## config.mk

```make
export PLATFORM = sky130hd
export DESIGN_NAME = mdc_feeder
export DESIGN_NICKNAME = d
export VERILOG_FILES = /design/src/rtl/mdc_feeder.sv
export SDC_FILE = /design/constraint.sdc
export NUM_CORES = 1
export LEC_CHECK = 0
export CORE_ASPECT_RATIO = 1.75
export CORE_MARGIN = 2
export CORE_UTILIZATION = 70
export CTS_BUF_LIST = sky130_fd_sc_hd__clkbuf_8
export CTS_CLUSTER_DIAMETER = 150
export CTS_CLUSTER_SIZE = 40
export DETAILED_ROUTE_END_ITERATION = 8
export DONT_BUFFER_PORTS = 1
export GPL_TIMING_DRIVEN = 0
export PLACE_DENSITY = 0.88
export SYNTH_ARGS = -nofsm -noshare
export SYNTH_HDL_FRONTEND = slang
export SYNTH_SLANG_ARGS = --single-unit
```

## constraint.sdc

```tcl
create_clock -name clk_i -period 4.2 [get_ports clk_i]
set_input_delay 0.63 -clock clk_i [delete_from_list [all_inputs] [get_ports clk_i]]
set_output_delay 0.63 -clock clk_i [all_outputs]
set_load 0.01 [all_outputs]
```

## src/rtl/mdc_feeder.sv

```systemverilog
// Operand-pair FIFO and handshake sequencer feeding a GCD core.
// Issues one pair at a time and holds each result until it is accepted.
module mdc_feeder #(
  parameter int DEPTH = 4,
  parameter int TMO   = 3
) (
  input  logic       clk_i,
  input  logic       rst_i,
  input  logic       in_valid_i,
  output logic       in_ready_o,
  input  logic [7:0] in_x_i,
  input  logic [7:0] in_y_i,
  output logic       enb_o,
  output logic [7:0] dtx_o,
  output logic [7:0] dty_o,
  input  logic       busy_i,
  input  logic [7:0] dt_i,
  output logic       res_valid_o,
  input  logic       res_ready_i,
  output logic [7:0] res_dt_o,
  output logic [7:0] res_x_o,
  output logic [7:0] res_y_o,
  output logic       res_tmo_o,
  output logic [4:0] count_o
);

  localparam int AW = $clog2(DEPTH);

  typedef enum logic [2:0] {
    IDLE,
    ISSUE,
    WAIT_BUSY,
    WAIT_DONE,
    HOLD
  } state_t;

  state_t state, state_d;

  logic [15:0]   mem [DEPTH];
  logic [AW-1:0] wr_ptr, rd_ptr;
  logic [4:0]    count;
  logic [7:0]    tmo_cnt;
  logic [7:0]    op_x, op_y;
  logic [7:0]    r_dt, r_x, r_y;
  logic          r_tmo;

  logic push, pop, cap, cap_tmo;

  assign in_ready_o  = (count != 5'(DEPTH));
  assign push        = in_valid_i && in_ready_o;
  assign count_o     = count;
  assign enb_o       = (state == ISSUE);
  assign res_valid_o = (state == HOLD);
  assign dtx_o       = op_x;
  assign dty_o       = op_y;
  assign res_dt_o    = r_dt;
  assign res_x_o     = r_x;
  assign res_y_o     = r_y;
  assign res_tmo_o   = r_tmo;

  always_comb begin
    state_d = state;
    pop     = 1'b0;
    cap     = 1'b0;
    cap_tmo = 1'b0;
    unique case (state)
      IDLE: begin
        if (count != 5'd0 && !busy_i) begin
          pop     = 1'b1;
          state_d = ISSUE;
        end
      end
      ISSUE: state_d = WAIT_BUSY;
      WAIT_BUSY: begin
        if (busy_i) begin
          state_d = WAIT_DONE;
        end else if (tmo_cnt == 8'(TMO - 1)) begin
          cap     = 1'b1;
          cap_tmo = 1'b1;
          state_d = HOLD;
        end
      end
      WAIT_DONE: begin
        if (!busy_i) begin
          cap     = 1'b1;
          state_d = HOLD;
        end
      end
      HOLD: begin
        if (res_ready_i) state_d = IDLE;
      end
      default: state_d = IDLE;
    endcase
  end

  // Storage has no reset; occupancy and pointers define validity.
  always_ff @(posedge clk_i) begin
    if (push) mem[wr_ptr] <= {in_x_i, in_y_i};
  end

  always_ff @(posedge clk_i) begin
    if (rst_i) begin
      state   <= IDLE;
      wr_ptr  <= '0;
      rd_ptr  <= '0;
      count   <= 5'd0;
      tmo_cnt <= 8'd0;
      op_x    <= 8'd0;
      op_y    <= 8'd0;
      r_dt    <= 8'd0;
      r_x     <= 8'd0;
      r_y     <= 8'd0;
      r_tmo   <= 1'b0;
    end else begin
      state <= state_d;
      if (push) wr_ptr <= wr_ptr + 1'b1;
      if (pop)  rd_ptr <= rd_ptr + 1'b1;
      if (push && !pop)      count <= count + 5'd1;
      else if (pop && !push) count <= count - 5'd1;
      if (state == WAIT_BUSY && !busy_i) tmo_cnt <= tmo_cnt + 8'd1;
      else                               tmo_cnt <= 8'd0;
      if (pop) begin
        op_x <= mem[rd_ptr][15:8];
        op_y <= mem[rd_ptr][7:0];
      end
      if (cap) begin
        r_dt  <= dt_i;
        r_x   <= op_x;
        r_y   <= op_y;
        r_tmo <= cap_tmo;
      end
    end
  end

endmodule

```

==> results of run 1 <==
## worst max-delay path, delay by kind of cell (launching register included)
family	cells	cell delay [ns]
simple gates	1	0.62
fa+ha+maj	2	0.52
buf+inv	3	0.54
flops	1	0.39
mux	1	0.34
compound gates	4	0.78
## sequential cells by signal, summed over array words and instances (netlist names)
register and flops:
count_o 5, dtx_o 8, dty_o 8, mem 64
rd_ptr 2, res_dt_o 8, res_tmo_o 1, res_x_o 8
res_y_o 8, state 3, tmo_cnt 8, wr_ptr 2
## stage by stage
step,std cells,utilization [%]
final,485,78.28
after detailed placement,454,73.19
after CTS,485,78.28
after global routing,485,78.28
after floorplan,368,-
after global placement,454,73.19
## cells in the final DEF, fill, tap and decap left out, drive strengths merged, types with 2 or more instances in the layout
cell	Yosys	final
o21ai	3	3
and3	2	2
xnor2	4	4
nand2b	48	48
nor3	2	2
buf	7	7
clkinvlp	0	5
nand2	4	4
dfxtp	61	61
nor4	3	3
mux2i	42	42
inv	8	8
nand3	6	6
mux4	16	16
or3	3	3
nor2b	2	2
a21oi	5	5
bufinv	0	2
and2	4	4
ha	10	10
xor2	6	6
clkbuf	13	30
edfxtp	64	64
nor2	37	37
a31oi	3	3
clkinv	0	7
## final cells by class
type / count / area share, %
flip-flops and latches: 125 / 56.31
multi-input cells: 215 / 32.55
clock buffers: 17 / 4.192
clock inverters: 14 / 2.309
plain buffers: 20 / 2.174
well taps: 86 / 1.928
inverters: 8 / 0.5380
## cells by family after synthesis
kind of cell	synth area share, %
and+or+nand+nor	12.71
DFF	61.49
xor gates and xnor gates	1.714
AOI/OAI and AO/OA	2.791
adders and majority gates	2.840
buffers and inverters	2.962
muxes	15.50
## path summary, 6_finish.rpt
check	to	slack [ns]	cells past startpoint	start
min reg2reg	tmo_cnt[0]	0.49	1	tmo_cnt[0]
max reg2reg	count_o[4]	0.89	11	count_o[1]
min	mem[3][12]	0.29	0	in_x_i[4]
max	count_o[4]	0.89	11	count_o[1]
## routing by layer
layer	vias to the layer above	track usage (%)	routed length, um
li1	1363	-	-
met1	1388	25.42	3292
met2	92	43.85	5073
met3	17	9.082	609
met5	-	0	0
met4	0	12.13	183
## where the power goes
group / internal [mW] / switching (mW)
registers: 1.44 / 0.146
logic: 0.355 / 0.386
clock network: 0.511 / 0.446
total: 2.30 / 0.977
==> impl_metrics.ini, run 1 <==
[clocking]
cts_resized = 0
cts_hold_buf = 0
post_cts_buffers = 0
htreeDepth = 4
tritoncts = built
tritoncts.num_buffers = 17
clkSlewWorstSetupHoldPaths_ns = 0.07
cts-root-buf = clkbuf_8
cts_max_path_buffers = 2
numClockSinks = 125
insertion_delay_ns = 0.43

[floorplan]
die_height_um = 117.0
top_level_ports = 78
die_w_um = 68.60
core_area_um2 = 7131
start_util_pct = 71.68
rows = 41
dieArea_um2 = 8028

[sta]
finalHoldViolCount = 0
min_period_over_period_pct = 78.78
finalSetupViolations = 0
worstMarginPinSlew_ns = 0.8239
finalMaxSlewViolations = 0
max_freq_ghz = 0.3022
fin_setup_tns_ns = 0
fin_skew_ns = 0.01047
holdWs_ns = 0.2923
min_period_ns = 3.309
setup_ws_ns = 0.8914
rsz0062_at_grt = false
slew_headroom_pct = 45.08

[layout]
multi_input_area_um2 = 1817
n_antenna_cell = 0
regArea_um2 = 3143
finalInstanceArea_um2 = 5582
area_growth_pct = 9.204
final_layout_size_suffix_gt1_share_pct = 14.29
nFillCells = 436
final_nets = 427

[setup_path]
arrival_ns = 3.63
cp_slowest_cell = or4_1
slowest_delay_ns = 0.62
worstPathMaxFanout = 10
worstPathRequired_ns = 4.52
path_class = register to register
worst_setup_path_end_kind = register
startpoint_type = register
cp_cell_sequence = or4_1 -> o211ai_2 -> buf_4 -> buf_6 -> ha_1 -> inv_1 -> ha_1 -> a21oi_1 -> a211oi_1 -> a31oi_1 -> mux2_1
cp_common_cell = ha_1

[logic_synthesis]
synthArstFlopShare_pct = 0
yosys_warnings = 0
yosysSeqAreaShare_pct = 61.49
synth_seq_cells = 125
ys_top_cells_by_area = edfxtp_1 38%, dfxtp_1 24%, mux2i_1 8.2%, mux4_2 7.1%, nand2b_1 5.9%
synth_commonest_cells = 64 x edfxtp_1, 61 x dfxtp_1, 48 x nand2b_1, 42 x mux2i_1, 36 x nor2_1
yosysMostFrequentCell = edfxtp_1
ys.flop_type = edfxtp_1
synth_top_area_share_pct = 37.60
synth_cell_types = 46
yosys.area.top_type = edfxtp_1
syn_area_per_cell_um2 = 13.89
synthCells = 368
synth_nets = 408
synthesis.area_um2 = 5111
synth_edf_count = 64

[global_routing]
grt_first_pass_wirelength_um = 14030
grt_overflow = 0
grt_max_degree = 17
grtUsageTotal_pct = 25.03
antenna_found_initial = 0
grt_pass1_vias = 2917

[power_and_ir_drop]
powerDensity_nw_per_um2 = 587.5
fin_total_pwr_mw = 3.279
ir_worst_vdd_mv = 0.4726
leakage_nw = 1.976

[placed_design]
dp_hpwl_um = 6591
post-place-ws_ns = 0.9808
dpl_cell_area_um2 = 5219
port_buffers = 0
gp_congestion = 0.8010

[routing]
drtPass1Iterations = 4
drc = 0
vias = 2860
wl_per_cell_um = 18.88
drt_iter0_drc = 179
routed_wl_um = 9158
antenna_left = 0
viasPerCell = 5.897

[flow_run]
maxCapViolCount = 0

[run_status]
status = finished clean

[hold_path]
holdCritPathClass = input port to register
Note: power is estimated with default switching activity, not from simulation.
==> inputs of run 2 (changes only) <==
- CORE_UTILIZATION: 70 -> 65
- PLACE_DENSITY: 0.88 -> 0.83
- clock period: 4.2 -> 3.3 ns (I/O delays scaled with it)
==> run 2 against run 1 <==
  * Combinational power is 27% higher
  * Non-clock buffer count stayed put
  * Utilization is 4.3 points lower
  * Global-route usage is 2.3 points lower
  * Critical path depth stayed put
  * Final cell count is 0.62% higher
  * Sequential share of layout area is 0.52 points lower
  * Worst setup slack worse by 0.74 ns
  * Clock-buffer cell count is 3 higher
  * Routed wire length is 1.6% lower
  * Final area is 0.96% higher
  * Clock power is 39% higher
  * Critical path type unchanged
  * Highest routed layer unchanged
==> impl_metrics.ini, run 2 (synthesis gave the netlist of run 1 again) <==
[clocking]
tritoncts = built
htreeDepth = 4
insertion_delay_ns = 0.43
numClockSinks = 125
cts-root-buf = clkbuf_8
cts_hold_buf = 0
tritoncts.num_buffers = 17
clkSlewWorstSetupHoldPaths_ns = 0.07
post_cts_buffers = 0
cts_max_path_buffers = 2

[routing]
routed_wl_um = 9014
drt_iter0_drc = 110
wl_per_cell_um = 18.47
antenna_left = 0
drc = 0
vias = 2844
drtPass1Iterations = 4
viasPerCell = 5.828

[setup_path]
arrival_ns = 3.46
r2r_cells = 11
worstPathMaxFanout = 10
startpoint_type = register
r2r_start = count_o[3]
crit_start = count_o[3]
worstPathRequired_ns = 3.61
rrSetupSlack_ns = 0.15
r2r-end = count_o[4]
path_class = register to register
worst_setup_path_end_kind = register
critPathCapture = count_o[4]

[power_and_ir_drop]
internal-power_mw = 3.077
seqPwrFrac_pct = 46.9
p_clk_share_pct = 31.0
leakage_nw = 2.034
powerDensity_nw_per_um2 = 761.0
p_sw_share_pct = 28.26
comb_power_share_pct = 22.0
switching_power_mw = 1.212
ir_worst_vdd_mv = 0.4268

[sta]
max_freq_ghz = 0.3176
min_period_over_period_pct = 95.42
fin_skew_ns = 0.01095
min_period_ns = 3.149
slew_headroom_pct = 43.13
finalSetupViolations = 0
fin_setup_tns_ns = 0
finalHoldViolCount = 0
finalMaxSlewViolations = 0
worstMarginPinSlew_ns = 0.8530
rsz0062_at_grt = false

[layout]
largest-register = mem
final_layout_size_suffix_gt1_share_pct = 14.75
final_common_cell = edfxtp_1
final_nets = 427
finalInstanceArea_um2 = 5635
n_antenna_cell = 0
area_growth_pct = 10.26
mostFrequentLayoutCells = 64 x edfxtp_1, 60 x dfxtp_1, 48 x nand2b_1, 42 x mux2i_1, 36 x nor2_1
largest_reg_flops = 64

[floorplan]
start_util_pct = 67.08
dieArea_um2 = 8616
die_w_um = 71.03
core_area_um2 = 7620
rows = 42
top_level_ports = 78
die_height_um = 121.3

[hold_path]
worstHoldPathCells = 0
holdCritPathClass = input port to register

[global_routing]
grt_first_pass_wirelength_um = 14390
antenna_found_initial = 0
grt_overflow = 0
grt_pass1_vias = 2984
grtUsageTotal_pct = 22.69
grt_max_degree = 17

[run_status]
status = finished clean

[placed_design]
dpl_cell_area_um2 = 5221
dp_hpwl_um = 6443
port_buffers = 0
gp_congestion = 0.8412

[flow_run]
maxCapViolCount = 0
==> run 2: cell types whose count changed in the layout (fill, tap and decap cells not counted), moves of 3 or more <==
cell,before,now
clkbuf_8,17,20
clkinv_1,3,0
clkinvlp_4,5,0
inv_1,8,12
==> run 2: routing by layer <==
metal  part of all wire (%)  global-route usage [%]  up-vias
met2                     55                   39.95       90
li1                       -                       -     1353
met5                      0                       0        -
met1                     36                   22.05     1379
met3                    6.2                   8.721       22
met4                    3.2                   13.09        0
==> run 2: through the flow <==
step	std cells	hold WS (ns)	worst slack (ns)	util, %	total power [mW]
5_1_grt	488	0.1245	0.003361	73.96	4.510
3_5_place_dp	456	0.4777	0.08689	68.52	2.989
6_report	488	0.1614	0.1512	73.96	4.289
4_1_cts	488	0.1326	0.05550	73.84	4.325
3_3_place_gp	456	0.4738	0.1413	68.52	2.941
2_1_floorplan	368	0.4482	0.4228	-	2.776
==> run 2: repair_timing <==
item | CTS | global route
endpoints found under the hold margin | 0 | 0
gates resized for setup | 0 | 3
setup endpoints to repair | 0 | 2
==> run 2: cell type report <==
cell class,count,area [um^2]
multi-input combinational,215,1821
sequential,125,3144
tap,88,110.1
clock inverter,12,130.1
buffer,20,125.1
inverter,8,30.03
fill,486,1984
clock buffer,20,275.3
==> run 2: worst min path at each step <==
stage	from	to	slack [ns]
after floorplan	tmo_cnt[0]	tmo_cnt[0]	0.45
after global routing	in_x_i[1]	mem[1][9]	0.12
after global placement	tmo_cnt[0]	tmo_cnt[0]	0.47
after detailed placement	tmo_cnt[0]	tmo_cnt[0]	0.48
final	in_y_i[7]	mem[0][7]	0.16
after CTS	in_y_i[7]	mem[3][7]	0.13
==> run 2: power by group through the flow <==
stage               clock network [mW]  logic [mW]  registers, mW
floorplan                            0       0.789           1.99
global placement                     0       0.905           2.04
detailed placement                   0       0.940           2.05
CTS                               1.36       0.946           2.01
global route                      1.43        1.04           2.03
finish                            1.33       0.944           2.01
==> run 2: worst max-delay path: stages (launching register included) <==
cell      delay, ns
dfxtp_1        0.39
or4_1          0.59
o211ai_2       0.23
buf_6          0.20
buf_6          0.18
ha_1           0.18
inv_1          0.11
ha_1           0.36
a21oi_2        0.18
a211oi_1       0.09
a31oi_1        0.19
mux2_1         0.33
==> variant (settings of run 2) <==
Make the reset (`rst_i`) asynchronous in one clocked block.
--- a/src/rtl/mdc_feeder.sv
+++ b/src/rtl/mdc_feeder.sv
@@ -98,7 +98,7 @@
     if (push) mem[wr_ptr] <= {in_x_i, in_y_i};
   end
 
-  always_ff @(posedge clk_i) begin
+  always_ff @(posedge clk_i or posedge rst_i) begin
     if (rst_i) begin
       state   <= IDLE;
       wr_ptr  <= '0;
Function: differs if rst_i is asserted again (counterexample within 4 cycles, from zero or initial values and one cycle with rst_i high); with rst_i held inactive, the same outputs for 10 cycles.
==> variant against run 2 <==
- sequential cell count stayed put
- final cell count is 16% lower
- global-route usage is 0.93 points lower
- power is 28% higher
- critical path depth is 1 lower
- final area is 0.42% higher
- area after synthesis is 0.29% higher
- count of clock-buffer cells in the layout is 2 lower
- largest cell class unchanged
- hold slack better by 2.8 ps
- largest power group unchanged
- synthesized cell count is 21% lower
- wire length is 7.0% lower
- worst setup slack worse by 4.9 ps
==> variant: results (changes against run 2) <==
[status]
status = finished, final reports clean  ; unchanged

[die]
die_area_mm2 = 0.00864  ; was 0.00862 mm^2

[place]
dp.cells = 378  ; was 456
place_area_mm2 = 0.00526  ; was 0.00522 mm^2
place_ws_ps = -91.5  ; was 86.9 ps
dp_hpwl_mm = 5.64  ; was 6.44 mm

[pwr]
peakVddDrop_uv = 535  ; was 427 uV
p_leak_nw = 2.25  ; was 2.03 nW
power_density_mw_per_mm2 = 967  ; was 761 mW/mm^2
power.switching_w = 0.00171  ; was 0.00121 W
seqPwrFrac_pct = 48.0  ; was 46.9%
clkPwrFrac_pct = 23.4  ; was 31.0%

[synthesis]
synth_area_leaders = edfxtp_1, dfrtp_1, mux4_2  ; was edfxtp_1, dfxtp_1, mux2i_1
synth-xor-area-share_pct = 2.22  ; was 1.71%
synthTopCellsByCount = edfxtp_1, dfrtp_1, mux2_4  ; was edfxtp_1, dfxtp_1, nand2b_1
synthArstFlopShare_pct = 48.8  ; was 0%
netlist.area_leader.share_pct = 37.5  ; was 37.6%
ys_seq_area_share_pct = 67.3  ; was 61.5%
synth.distinct_cells = 41  ; was 46
synth-compound-area-share_pct = 3.54  ; was 2.79%
ys.flop_type = edfxtp_1  ; unchanged
avgSynthCellArea_um2 = 17.7  ; was 13.9 um^2
synth.net_count = 329  ; was 408
synthMuxAreaShare_pct = 17.9  ; was 15.5%
synth_fa_ha_area_share_pct = 2.83  ; was 2.84%

[finish]
buffers_excl_clock = 15  ; was 20
clk_share_pct = 6.81  ; was 7.19%
regArea_mm2 = 0.00345  ; was 0.00314 mm^2
multiInputCombCellCount = 144  ; was 215
multi_input_area_mm2 = 0.00156  ; was 0.00182 mm^2
n_antenna_cell = 0  ; unchanged
buf_share_pct = 2.14  ; was 2.22%
fin_util_pct = 74.3  ; was 74.0%
clockBufferCount = 18  ; was 20
fill_cells = 467  ; was 486
layout-drive-gt1-share_pct = 28.7  ; was 14.8%
nNetsFinal = 351  ; was 427

[sta]
clock_skew_ps = 8.88  ; was 11.0 ps
layout_setup_ws_ps = 146  ; was 151 ps
slew_headroom_pct = 42.5  ; was 43.1%
timing.hold.ws_ps = 164  ; was 161 ps

[grt]
grt_pass1_vias = 2656  ; was 2984
grt.total_usage_pct = 21.8  ; was 22.7%
grt_max_degree = 44  ; was 17

[detailed_routing]
vias = 2490  ; was 2844
wl_met1_mm = 3.09  ; was 3.24 mm
wl_met3_um = 436  ; was 563 um
wl_met2_mm = 4.73  ; was 4.92 mm
wire_per_inst_um = 20.4  ; was 18.5 um
drtIter0Drc = 98  ; was 110
via_per_inst = 6.04  ; was 5.83

[clock_tree]
ctsHoldBuffers = 1  ; was 0
cts_setup_buffers = 1  ; was 0
clockRootBuffer = clkbuf_8  ; unchanged

[critical_path]
cpLargestDelayFamily = adder cells  ; was compound AO/OA/AOI/OAI gates
ff2ff_path_depth = 10  ; was 11
arrival_ps = 3500  ; was 3460 ps
critPathMaxStageDelay_ps = 620  ; was 590 ps

==> variant: cell types whose count changed in the layout (fill, tap and decap cells not counted), sizes merged, moves of 4 or more <==
cell	run 2	this run
dfrtp	0	61
dfxtp	61	0
nand2b	48	1
mux2	1	42
mux2i	42	1
nor2	37	15
clkbuf	33	21
and3	2	6
buf	7	11
==> variant: worst paths after layout <==
kind | startpoint | end
min in group asynchronous | rst_i | res_x_o[4]$_DFFE_PP0P_
max in group asynchronous | rst_i | res_y_o[4]$_DFFE_PP0P_
setup reg to reg | count_o[0]$_DFFE_PP0P_ | count_o[4]$_DFFE_PP0P_
setup / recovery | count_o[0]$_DFFE_PP0P_ | count_o[4]$_DFFE_PP0P_
hold / removal | in_x_i[7] | mem[0][15]$_DFFE_PP_
hold reg to reg | tmo_cnt[0]$_DFF_PP0_ | tmo_cnt[0]$_DFF_PP0_
==> variant: per-layer routing <==
layer	vias up	track usage [%]
li1	1129	-
met1	1276	23.0
met2	72	36.9
met3	13	8.80
met4	0	11.0
met5	-	0
